[config.mk]
export PLATFORM = sky130hd
export DESIGN_NAME = hazard_tnew_pipe
export DESIGN_NICKNAME = d
export VERILOG_FILES = /design/src/rtl/hazard_tnew_pipe.sv
export SDC_FILE = /design/constraint.sdc
export NUM_CORES = 1
export LEC_CHECK = 0
export ABC_AREA = 1
export CORE_ASPECT_RATIO = 0.75
export CORE_UTILIZATION = 40
export CTS_CLUSTER_DIAMETER = 100
export DETAILED_ROUTE_END_ITERATION = 10
export PLACE_DENSITY = 0.76
export SETUP_SLACK_MARGIN = 0.1
export SYNTH_ARGS = -nofsm -noshare
export SYNTH_HDL_FRONTEND = slang
export SYNTH_SLANG_ARGS = --single-unit
[constraint.sdc]
create_clock -name clk -period 1.6 [get_ports clk]
set_clock_uncertainty 0.2 [all_clocks]
set_input_delay 0.16 -clock clk [delete_from_list [all_inputs] [get_ports clk]]
set_output_delay 0.16 -clock clk [all_outputs]
set_load 0.02 [all_outputs]
[src/rtl/hazard_tnew_pipe.sv]
// hazard_tnew_pipe
//
// Moves each instruction's GRF destination (A3), remaining result latency
// (Tnew) and PC from the D stage through the E, M and W pipeline registers.
// The stall unit compares these stage values against the D-stage Tuse.
// When a stall is requested, a bubble enters E. A saturating counter
// records how many bubbles have been inserted.
//
// Ports
//   clk                  system clock, rising edge
//   reset                synchronous, active-high
//   stall                insert a bubble into E on this edge
//   D_RegWrite           D-stage instruction writes the GRF
//   D_GRF_A3[4:0]        D-stage destination register
//   D_Tnew[1:0]          Tnew on entry to E (3 is illegal and is treated as 2)
//   D_PC[31:0]           D-stage PC
//   {E,M,W}_GRF_A3[4:0]  per-stage destination register
//   {E,M,W}_Tnew[1:0]    per-stage remaining latency
//   {E,M,W}_PC[31:0]     per-stage PC
//   W_GRF_WE             W_GRF_A3 != 0 (no path from any input)
//   bubble_cnt[31:0]     bubbles inserted since reset, saturating
module hazard_tnew_pipe (
    input  logic        clk,
    input  logic        reset,
    input  logic        stall,
    input  logic        D_RegWrite,
    input  logic [4:0]  D_GRF_A3,
    input  logic [1:0]  D_Tnew,
    input  logic [31:0] D_PC,
    output logic [4:0]  E_GRF_A3,
    output logic [4:0]  M_GRF_A3,
    output logic [4:0]  W_GRF_A3,
    output logic [1:0]  E_Tnew,
    output logic [1:0]  M_Tnew,
    output logic [1:0]  W_Tnew,
    output logic [31:0] E_PC,
    output logic [31:0] M_PC,
    output logic [31:0] W_PC,
    output logic        W_GRF_WE,
    output logic [31:0] bubble_cnt
);

    logic [4:0]  e_a3_q, e_a3_d, m_a3_q, m_a3_d, w_a3_q, w_a3_d;
    logic [1:0]  e_tnew_q, e_tnew_d, m_tnew_q, m_tnew_d, w_tnew_q, w_tnew_d;
    logic [31:0] e_pc_q, e_pc_d, m_pc_q, m_pc_d, w_pc_q, w_pc_d;
    logic [31:0] bubble_cnt_q, bubble_cnt_d;

    logic [4:0]  d_a3_norm;
    logic [1:0]  d_tnew_norm;

    // An instruction that does not write a real register carries no hazard.
    // Because of this, A3 = 0 always travels with Tnew = 0.
    always_comb begin
        d_a3_norm   = 5'd0;
        d_tnew_norm = 2'd0;
        if (D_RegWrite && (D_GRF_A3 != 5'd0)) begin
            d_a3_norm   = D_GRF_A3;
            d_tnew_norm = (D_Tnew == 2'd3) ? 2'd2 : D_Tnew;
        end
    end

    always_comb begin
        e_a3_d   = d_a3_norm;
        e_tnew_d = d_tnew_norm;
        e_pc_d   = D_PC;
        if (stall) begin
            e_a3_d   = 5'd0;
            e_tnew_d = 2'd0;
            e_pc_d   = 32'd0;
        end

        // Downstream stages always advance. Tnew counts down and stops at 0.
        m_a3_d   = e_a3_q;
        m_pc_d   = e_pc_q;
        m_tnew_d = (e_tnew_q == 2'd0) ? 2'd0 : e_tnew_q - 2'd1;

        w_a3_d   = m_a3_q;
        w_pc_d   = m_pc_q;
        w_tnew_d = (m_tnew_q == 2'd0) ? 2'd0 : m_tnew_q - 2'd1;

        bubble_cnt_d = bubble_cnt_q;
        if (stall && (bubble_cnt_q != 32'hFFFF_FFFF)) begin
            bubble_cnt_d = bubble_cnt_q + 32'd1;
        end
    end

    always_ff @(posedge clk) begin
        if (reset) begin
            e_a3_q       <= 5'd0;
            e_tnew_q     <= 2'd0;
            e_pc_q       <= 32'd0;
            m_a3_q       <= 5'd0;
            m_tnew_q     <= 2'd0;
            m_pc_q       <= 32'd0;
            w_a3_q       <= 5'd0;
            w_tnew_q     <= 2'd0;
            w_pc_q       <= 32'd0;
            bubble_cnt_q <= 32'd0;
        end else begin
            e_a3_q       <= e_a3_d;
            e_tnew_q     <= e_tnew_d;
            e_pc_q       <= e_pc_d;
            m_a3_q       <= m_a3_d;
            m_tnew_q     <= m_tnew_d;
            m_pc_q       <= m_pc_d;
            w_a3_q       <= w_a3_d;
            w_tnew_q     <= w_tnew_d;
            w_pc_q       <= w_pc_d;
            bubble_cnt_q <= bubble_cnt_d;
        end
    end

    assign E_GRF_A3   = e_a3_q;
    assign M_GRF_A3   = m_a3_q;
    assign W_GRF_A3   = w_a3_q;
    assign E_Tnew     = e_tnew_q;
    assign M_Tnew     = m_tnew_q;
    assign W_Tnew     = w_tnew_q;
    assign E_PC       = e_pc_q;
    assign M_PC       = m_pc_q;
    assign W_PC       = w_pc_q;
    assign W_GRF_WE   = (w_a3_q != 5'd0);
    assign bubble_cnt = bubble_cnt_q;

endmodule
# After elaboration in Yosys (flattened, before gate mapping)
# Index checks and enable logic that the tools add are counted.
[op_classes]
addsub = 3
eq_ne = 2
muxes = 1
bitwise_logic = 1
n_reduce_logical = 11
[ops]
columns = ["cell", "n"]
rows = [
  ["32-bit by 1-bit adder with 32-bit output (second input constant)", 1],
  ["32-bit != test (second input constant)", 1],
  ["5-bit nonzero test", 2],
  ["2-bit OR reduction", 3],
  ["2-bit zero test", 2],
  ["4-bit OR reduction", 1],
  ["2-bit by 1-bit subtractor with 2-bit output (second input constant)", 2],
  ["3-bit OR reduction", 1],
  ["2-bit equality test (second input constant)", 1],
  ["1-bit logical AND", 2],
  ["2-bit two-way mux", 1],
  ["1-bit NOT", 1],
]
[totals]
regBits = 149
out_inout_bits = 150
elab_cells = 29

# Longest topological paths before layout
# Gate-level depths: netlist of run 1.
[logic_depth]
word_depth = 4
depth_mapped = 11
depth_no_buf = 10

# Worst setup path after synthesis of run 1
# Ideal clock, no wire load.
[synth_timing]
kind = "register -> register"
startpoint = "register bubble_cnt_q[1], in the netlist bubble_cnt[1]"
endpoint = "register bubble_cnt_q[26], in the netlist bubble_cnt[26]"
setup_ns = 0.114
t_arrival_ns = 1.627
required_ns = 1.286
setup_slack_ns = -0.341
path_stages_with_launch = 11
path_buffers = 2
synth_period_minus_slack_ns = 1.941
path_cell_list = "dfxtp_1 -> ha_1 -> nand2_1 -> nor2_2 -> nand2_1 -> inv_2 -> nand3_2 -> buf_6 -> buf_6 -> a21oi_2 -> nor2_1"
[synth_between]
elab_chain_len = 2
elab_cells_between_ends = 3
classes_between = "add/sub: 1; eq/ne: 1; reduce/logical: 1"
[synth_rtl]
columns = ["item", "line_no", "text"]
rows = [
  ["from (decl)", "46", "logic [31:0] bubble_cnt_q, bubble_cnt_d;"],
  ["from (signal assigned)", "109", "bubble_cnt_q <= bubble_cnt_d;"],
  ["parallel branches: the longest is 2 deep, another holds 32-bit by 1-bit adder with 32-bit output", "--", ""],
]
# Several ways; the timed one is not identified.
# A chain may end at the register's enable or synchronous reset.

# Worst setup path after layout of run 1
[layout_timing]
startpoint = "register bubble_cnt_q[15], in the netlist bubble_cnt[15]"
endpoint = "register bubble_cnt_q[26], in the netlist bubble_cnt[26]"
# Same word-level chain as after synthesis.

==> results_dict.tcl, run 1 <==
set metrics [dict create \
    die_h_um 102.0 \
    n_antenna_cell 0 \
    yosysWarnings 0 \
    grt_pass1_vias 4605 \
    antenna_found_initial 0 \
    path_cells "nand2_2 -> nor2_4 -> nand2_4 -> nor2_4 -> nand3_4 -> buf_12 -> buf_16 -> a21oi_2 -> nor2_1" \
    intPower_w 0.006093 \
    placed_area_um2 8130 \
    timing.final.crit_period_ps 1748 \
    crit_top_cell "nor2_4" \
    clk_latency_ps 400 \
    cp_num_cells 9 \
    rsz0062_at_grt "yes" \
    cpPeakStageDelay_ps 370 \
    ff2ff_setup_slack_ps -150 \
    syn_nets 742 \
    outcome "finished with violations" \
    r2r_start "bubble_cnt[15]" \
    routed_wl_mm 15.29 \
    cts_num_sinks 149 \
    cp-start-kind "flop" \
    period_share_pct 109.2 \
    layout_setup_ws_ps -147.6 \
    pin_count 193 \
    place_congestion 0.9452 \
    post-route-cell-area_um2 8986 \
    layout-drive-gt1-share_pct 30.23 \
    violations "negative setup slack" \
    hp-class "in2reg" \
    power_w 0.008119 \
    syn_inst 696 \
    worstSetupEndpointType "flop" \
    gr-total-overflow 0 \
    die_w_um 135.4 \
    grtUsageTotal_pct 21.28 \
    slew_violations 0 \
    n_fill_cell 1063 \
    crit_slowest_cell "dfxtp_4" \
    combPwrFrac_pct 6.8 \
    cts_root_buf "clkbuf_16" \
    drt_pass1_iterations 5 \
    wire_per_inst_um 13.06 \
    ys_ff_latch 149 \
    seqPwrFrac_pct 47.1 \
    cap_violations 0 \
    final_common_cell "nor2_1" \
    max-slew-margin-rel_pct 65.31 \
    netlist_area_um2 5338 \
    fp-row-count 36 \
    synth.avg_cell_area_um2 7.669 \
    cts_hold_buf 0 \
    drc_errors 0 \
    fin_nets 1032 \
    max_freq_mhz 572.2 \
    holdPathEnd "W_GRF_A3[4]" \
    power_density_nw_per_um2 903.5 \
    drt_first_iter_violations 230 \
    cts_max_path_buffers 2 \
    required_ps 1690 \
    dieArea_um2 13810 \
    tightest_slew_ps 519.9 \
    clkTransAtPathRegs_ps 60 \
    timing.rr.end "bubble_cnt[26]" \
    cp_max_fo 9 \
    synthDistinctLibCells 23 \
    hp-start "reset" \
    final_cell_mix "nor2_1, inv_1, dfxtp_1" \
    crit_family "simple AND/OR/NAND/NOR gates" \
    synth.yosys.seq_area_share_pct 55.88 \
    grt_pass1_wl_mm 22.83 \
    grt_max_degree 83 \
    final-seq-area_um2 3032 \
    multi_input_area_um2 2048 \
    whs_path_depth 3 \
    p_sw_share_pct 24.96 \
    cts_buffers 17 \
    vdd_drop_max_mv 0.8965 \
    hold_viol_final 0 \
    cp_num_buf_inv 2 \
    finalSetupViolations 32 \
    htreeDepth 4 \
    dp_hpwl_mm 10.82 \
    leakage_nw 4.469 \
    viasPerCell 4.407 \
    via_count 5156 \
    port_buffers 192 \
    cts_tree "built" \
    ant_nets 0 \
    power_switching_w 0.002026 \
    worst_ep_arrival_time_ps 1840 \
    area_growth_pct 68.35 \
    p_clk_share_pct 46.0 \
    initial_core_util_pct 41.00 \
    core_um2 13020 \
    worstRegToRegCells 9 \
    crit_type "reg2reg" \
]
Yosys cell counts:
| library cell | number | share of area [%] |
|---|---|---|
| buf_2 | 3 | 0.28 |
| inv_1 | 150 | 11 |
| clkbuf_1 | 15 | 1.1 |
| dfxtp_1 | 149 | 56 |
| ha_1 | 3 | 0.70 |
| nand2_1 | 86 | 6.0 |
| buf_6 | 3 | 0.63 |
| xor2_1 | 1 | 0.16 |
| nor3_1 | 8 | 0.75 |
| nand3b_1 | 1 | 0.14 |
| nand3_1 | 37 | 3.5 |
| o21ai_0 | 1 | 0.094 |
| or2_2 | 1 | 0.12 |
| nand2_2 | 5 | 0.59 |
| nor2_2 | 4 | 0.47 |
| nor2_4 | 4 | 0.84 |
| nor2_1 | 181 | 13 |
| a21oi_2 | 14 | 2.3 |
| o2111ai_1 | 1 | 0.16 |
| nand4_1 | 11 | 1.3 |
| inv_2 | 2 | 0.14 |
| nand3_2 | 1 | 0.19 |
| a21oi_1 | 15 | 1.4 |
registers in the layout (all words and copies together) (netlist names):
name and cells:
E_PC 32, M_PC 32, W_PC 32, bubble_cnt 32, E_GRF_A3 5, M_GRF_A3 5, W_GRF_A3 5, E_Tnew 2
M_Tnew 2, W_Tnew 2
power by group through the flow:
stage | Combinational, W | Sequential (W) | Clock, W
floorplan | 0.000153 | 0.00402 | 0
global placement | 0.000588 | 0.00391 | 0
detailed placement | 0.000599 | 0.00392 | 0
CTS | 0.000546 | 0.00383 | 0.00383
global route | 0.000602 | 0.00384 | 0.00405
finish | 0.000553 | 0.00383 | 0.00374
worst min-delay path: cells and delay by family:
family	cells	cell delay [ps]
simple gates	1	120
buf+inv	2	330
per-stage QoR:
| step | cells | worst slack (ps) | hold slack [ps] | utilization [%] | setup TNS [ps] |
|---|---|---|---|---|---|
| after floorplan | 696 | -127.5 | 72.22 | - | -2730 |
| after global placement | 1125 | -239.3 | 204.9 | 62.46 | -8003 |
| after detailed placement | 1125 | -288.0 | 208.8 | 62.46 | -10130 |
| after CTS | 1169 | -125.5 | 54.44 | 67.93 | -2307 |
| after global routing | 1170 | -252.8 | 58.13 | 69.03 | -5883 |
| final | 1170 | -147.6 | 46.19 | 69.03 | -2672 |
cell families (layout without fill, tap and decap cells):
group           count (synthesis)  in the layout  synth area share, %
buf+inv                       173            476                12.66
flops                         149            149                55.88
compound gates                 31             31                3.962
xor+xnor                        1              1               0.1641
fa+ha+maj                       3              3               0.7033
simple gates                  339            339                26.63
cell type report:
cell class | count | share of cell area [%]
sequential | 149 | 33.74
timing repair buffer | 292 | 28.40
multi-input combinational | 374 | 22.79
inverter | 152 | 6.405
clock buffer | 18 | 4.776
tap | 171 | 2.381
clock inverter | 14 | 1.504
layer usage:
layer	vias up	wire length, um	GRT usage, %
met5	-	0	0
met4	0	83	4.494
met1	2356	6624	27.64
li1	2641	-	-
met3	6	974	6.002
met2	153	7603	35.35
worst max path at each step:
| stage | start | slack [ps] | end |
|---|---|---|---|
| global placement | stall | -240 | bubble_cnt[25] |
| finish | bubble_cnt[15] | -150 | bubble_cnt[26] |
| detailed placement | stall | -290 | bubble_cnt[25] |
| CTS | bubble_cnt[1] | -130 | bubble_cnt[26] |
| floorplan | bubble_cnt[1] | -130 | bubble_cnt[16] |
| global route | bubble_cnt[15] | -250 | bubble_cnt[27] |
repair_timing:
action                     in CTS  in global routing
setup endpoints to repair     182                 67
resized for setup             274                 93
cloned                          2                  0
pin swaps                      15                 37
setup buffers                  10                  2
Note: power is estimated with default switching activity, not from simulation.
==> run 2, diff against run 1 <==
==> constraint.sdc (replaced) <==
create_clock -name clk -period 1.6 [get_ports clk]
set_clock_uncertainty 0.2 [all_clocks]
set_input_delay 0.16 -clock clk [delete_from_list [all_inputs] [get_ports clk]]
set_output_delay 0.16 -clock clk [all_outputs]
set_load 0.005 [all_outputs]
==> results_dict.tcl, run 2 (same netlist as run 1, synthesis figures left out) <==
set metrics [dict create \
    outcome "finished with violations" \
    violations "negative setup slack" \
    area_growth_pct 75.18 \
    clkTransAtPathRegs_ps 70 \
    cts_tree "built" \
    grtUsageTotal_pct 23.45 \
    fp-row-count 36 \
    drt_pass1_iterations 5 \
    cp_max_fo 3 \
    hp-start "D_PC[28]" \
    tightest_slew_ps 335.1 \
    die_w_um 135.4 \
    grt_pass1_vias 4837 \
    layout-drive-gt1-share_pct 31.58 \
    r2r_start "bubble_cnt[0]" \
    cp_num_buf_inv 1 \
    leakage_nw 4.726 \
    period_share_pct 118.2 \
    max-slew-margin-rel_pct 77.49 \
    port_buffers 192 \
    antenna_found_initial 0 \
    htreeDepth 4 \
    pin_count 193 \
    viasPerCell 4.542 \
    crit_type "reg2reg" \
    post-route-cell-area_um2 9350 \
    dp_hpwl_mm 11.15 \
    cts_buffers 17 \
    slew_violations 0 \
    cpPeakStageDelay_ps 360 \
    clk_latency_ps 420 \
    dp_cells 1134 \
    routed_wl_mm 17.38 \
    final_common_cell "nor2_1" \
    grt_pass1_wl_mm 24.68 \
    core_um2 13020 \
    worst_ep_arrival_time_ps 2000 \
    fin_nets 1059 \
    gr-total-overflow 0 \
    die_h_um 102.0 \
    cts_root_buf "clkbuf_16" \
    hp-class "in2reg" \
    hold_viol_final 0 \
    ff2ff_setup_slack_ps -290 \
    cts_num_sinks 149 \
    final_cell_mix "nor2_1, inv_1, dlygate4sd2_1" \
    wire_per_inst_um 14.52 \
    crit_family "simple AND/OR/NAND/NOR gates" \
    crit_top_cell "nor2_2" \
    cap_violations 0 \
    rsz0062_at_grt "yes" \
    crit_start "bubble_cnt[0]" \
    path_cells "ha_4 -> nand3_1 -> nor2_2 -> nand4_1 -> buf_4 -> nor2_2 -> nand3_2 -> nand2_1 -> nor2_1" \
    n_fill_cell 998 \
    layout_setup_ws_ps -290.7 \
    cts_max_path_buffers 2 \
    drt_first_iter_violations 362 \
    worstSetupEndpointType "flop" \
    multi_input_area_um2 2032 \
    final-seq-area_um2 3050 \
    timing.rr.end "bubble_cnt[22]" \
    n_antenna_cell 0 \
    drc_errors 0 \
    crit_slowest_cell "dfxtp_4" \
    timing.final.crit_period_ps 1891 \
    dieArea_um2 13810 \
    placed_area_um2 8183 \
    whs_path_depth 3 \
    power_density_nw_per_um2 865.0 \
    worstRegToRegCells 9 \
    finalSetupViolations 33 \
    vdd_drop_max_mv 0.7041 \
    holdPathEnd "E_PC[28]" \
    cp-start-kind "flop" \
    layoutNonFillerInstCount 1197 \
    required_ps 1710 \
    whs_ps 59.64 \
    setup_tns_ps -6414 \
    max_freq_mhz 528.9 \
    grt_max_degree 62 \
    place_congestion 0.9046 \
    via_count 5437 \
    initial_core_util_pct 41.00 \
    ant_nets 0 \
]
## run 2: changes by cell type in the layout (fill, tap and decap cells not counted), sizes merged, moves of 5 or more
| cell | before | now |
|---|---|---|
| buf | 126 | 136 |
| clkbuf | 23 | 28 |
| dlygate4sd2 | 101 | 117 |
| clkdlybuf4s15 | 19 | 12 |
## run 2: how the worst max path moves through the flow
stage	to	slack, ps	cells past startpoint
after global routing	bubble_cnt[22]	-340	9
final	bubble_cnt[22]	-290	9
after floorplan	bubble_cnt[21]	-90	10
after CTS	bubble_cnt[23]	-160	10
after detailed placement	bubble_cnt[26]	-300	9
after global placement	bubble_cnt[27]	-230	10
## run 2: per-stage QoR
step / setup slack [ps] / power (W) / utilization [%]
after detailed placement: -297.7 / 0.004425 / 62.86
after global placement: -225.1 / 0.004412 / 62.86
after CTS: -159.8 / 0.008160 / 69.86
after floorplan: -87.28 / 0.004077 / -
final: -290.7 / 0.008088 / 71.83
after global routing: -336.6 / 0.008399 / 71.83
## run 2: worst reg2reg max path, stage by stage (launching register included)
cell and delay, ps:
dfxtp_4 360, ha_4 160, nand3_1 140, nor2_2 180, nand4_1 200, buf_4 200
nor2_2 140, nand3_2 90, nand2_1 90, nor2_1 40
## run 2: repair_timing
item / in CTS / in global routing
gates resized for setup: 298 / 68
endpoints found under the setup margin: 182 / 50
hold endpoints to repair: 1 / 0
setup buffers: 23 / 7
cloned: 4 / 3
hold buffers: 1 / 0
pin swaps: 24 / 21
## run 2: final cells by class
class,instances,share of cell area [%]
Sequential cell,149,32.62
Clock inverter,14,1.485
Tap cell,171,2.288
Timing Repair Buffer,319,31.15
Clock buffer,18,4.590
Multi-Input combinational cell,374,21.73
Inverter,152,6.129
## run 2: metal layers
metal | GRT usage, % | part of all wire [%] | vias to the layer above
met5 | 0 | 0 | -
met2 | 37.36 | 48 | 219
met4 | 8.989 | 2.1 | 0
met1 | 30.05 | 42 | 2494
met3 | 6.944 | 7.6 | 35
li1 | - | - | 2689
## run 2: power breakdown
part | internal [W] | switching [W]
logic | 0.000252 | 0.000220
registers | 0.00379 | 0.0000379
clock network | 0.00206 | 0.00173
total | 0.00610 | 0.00199
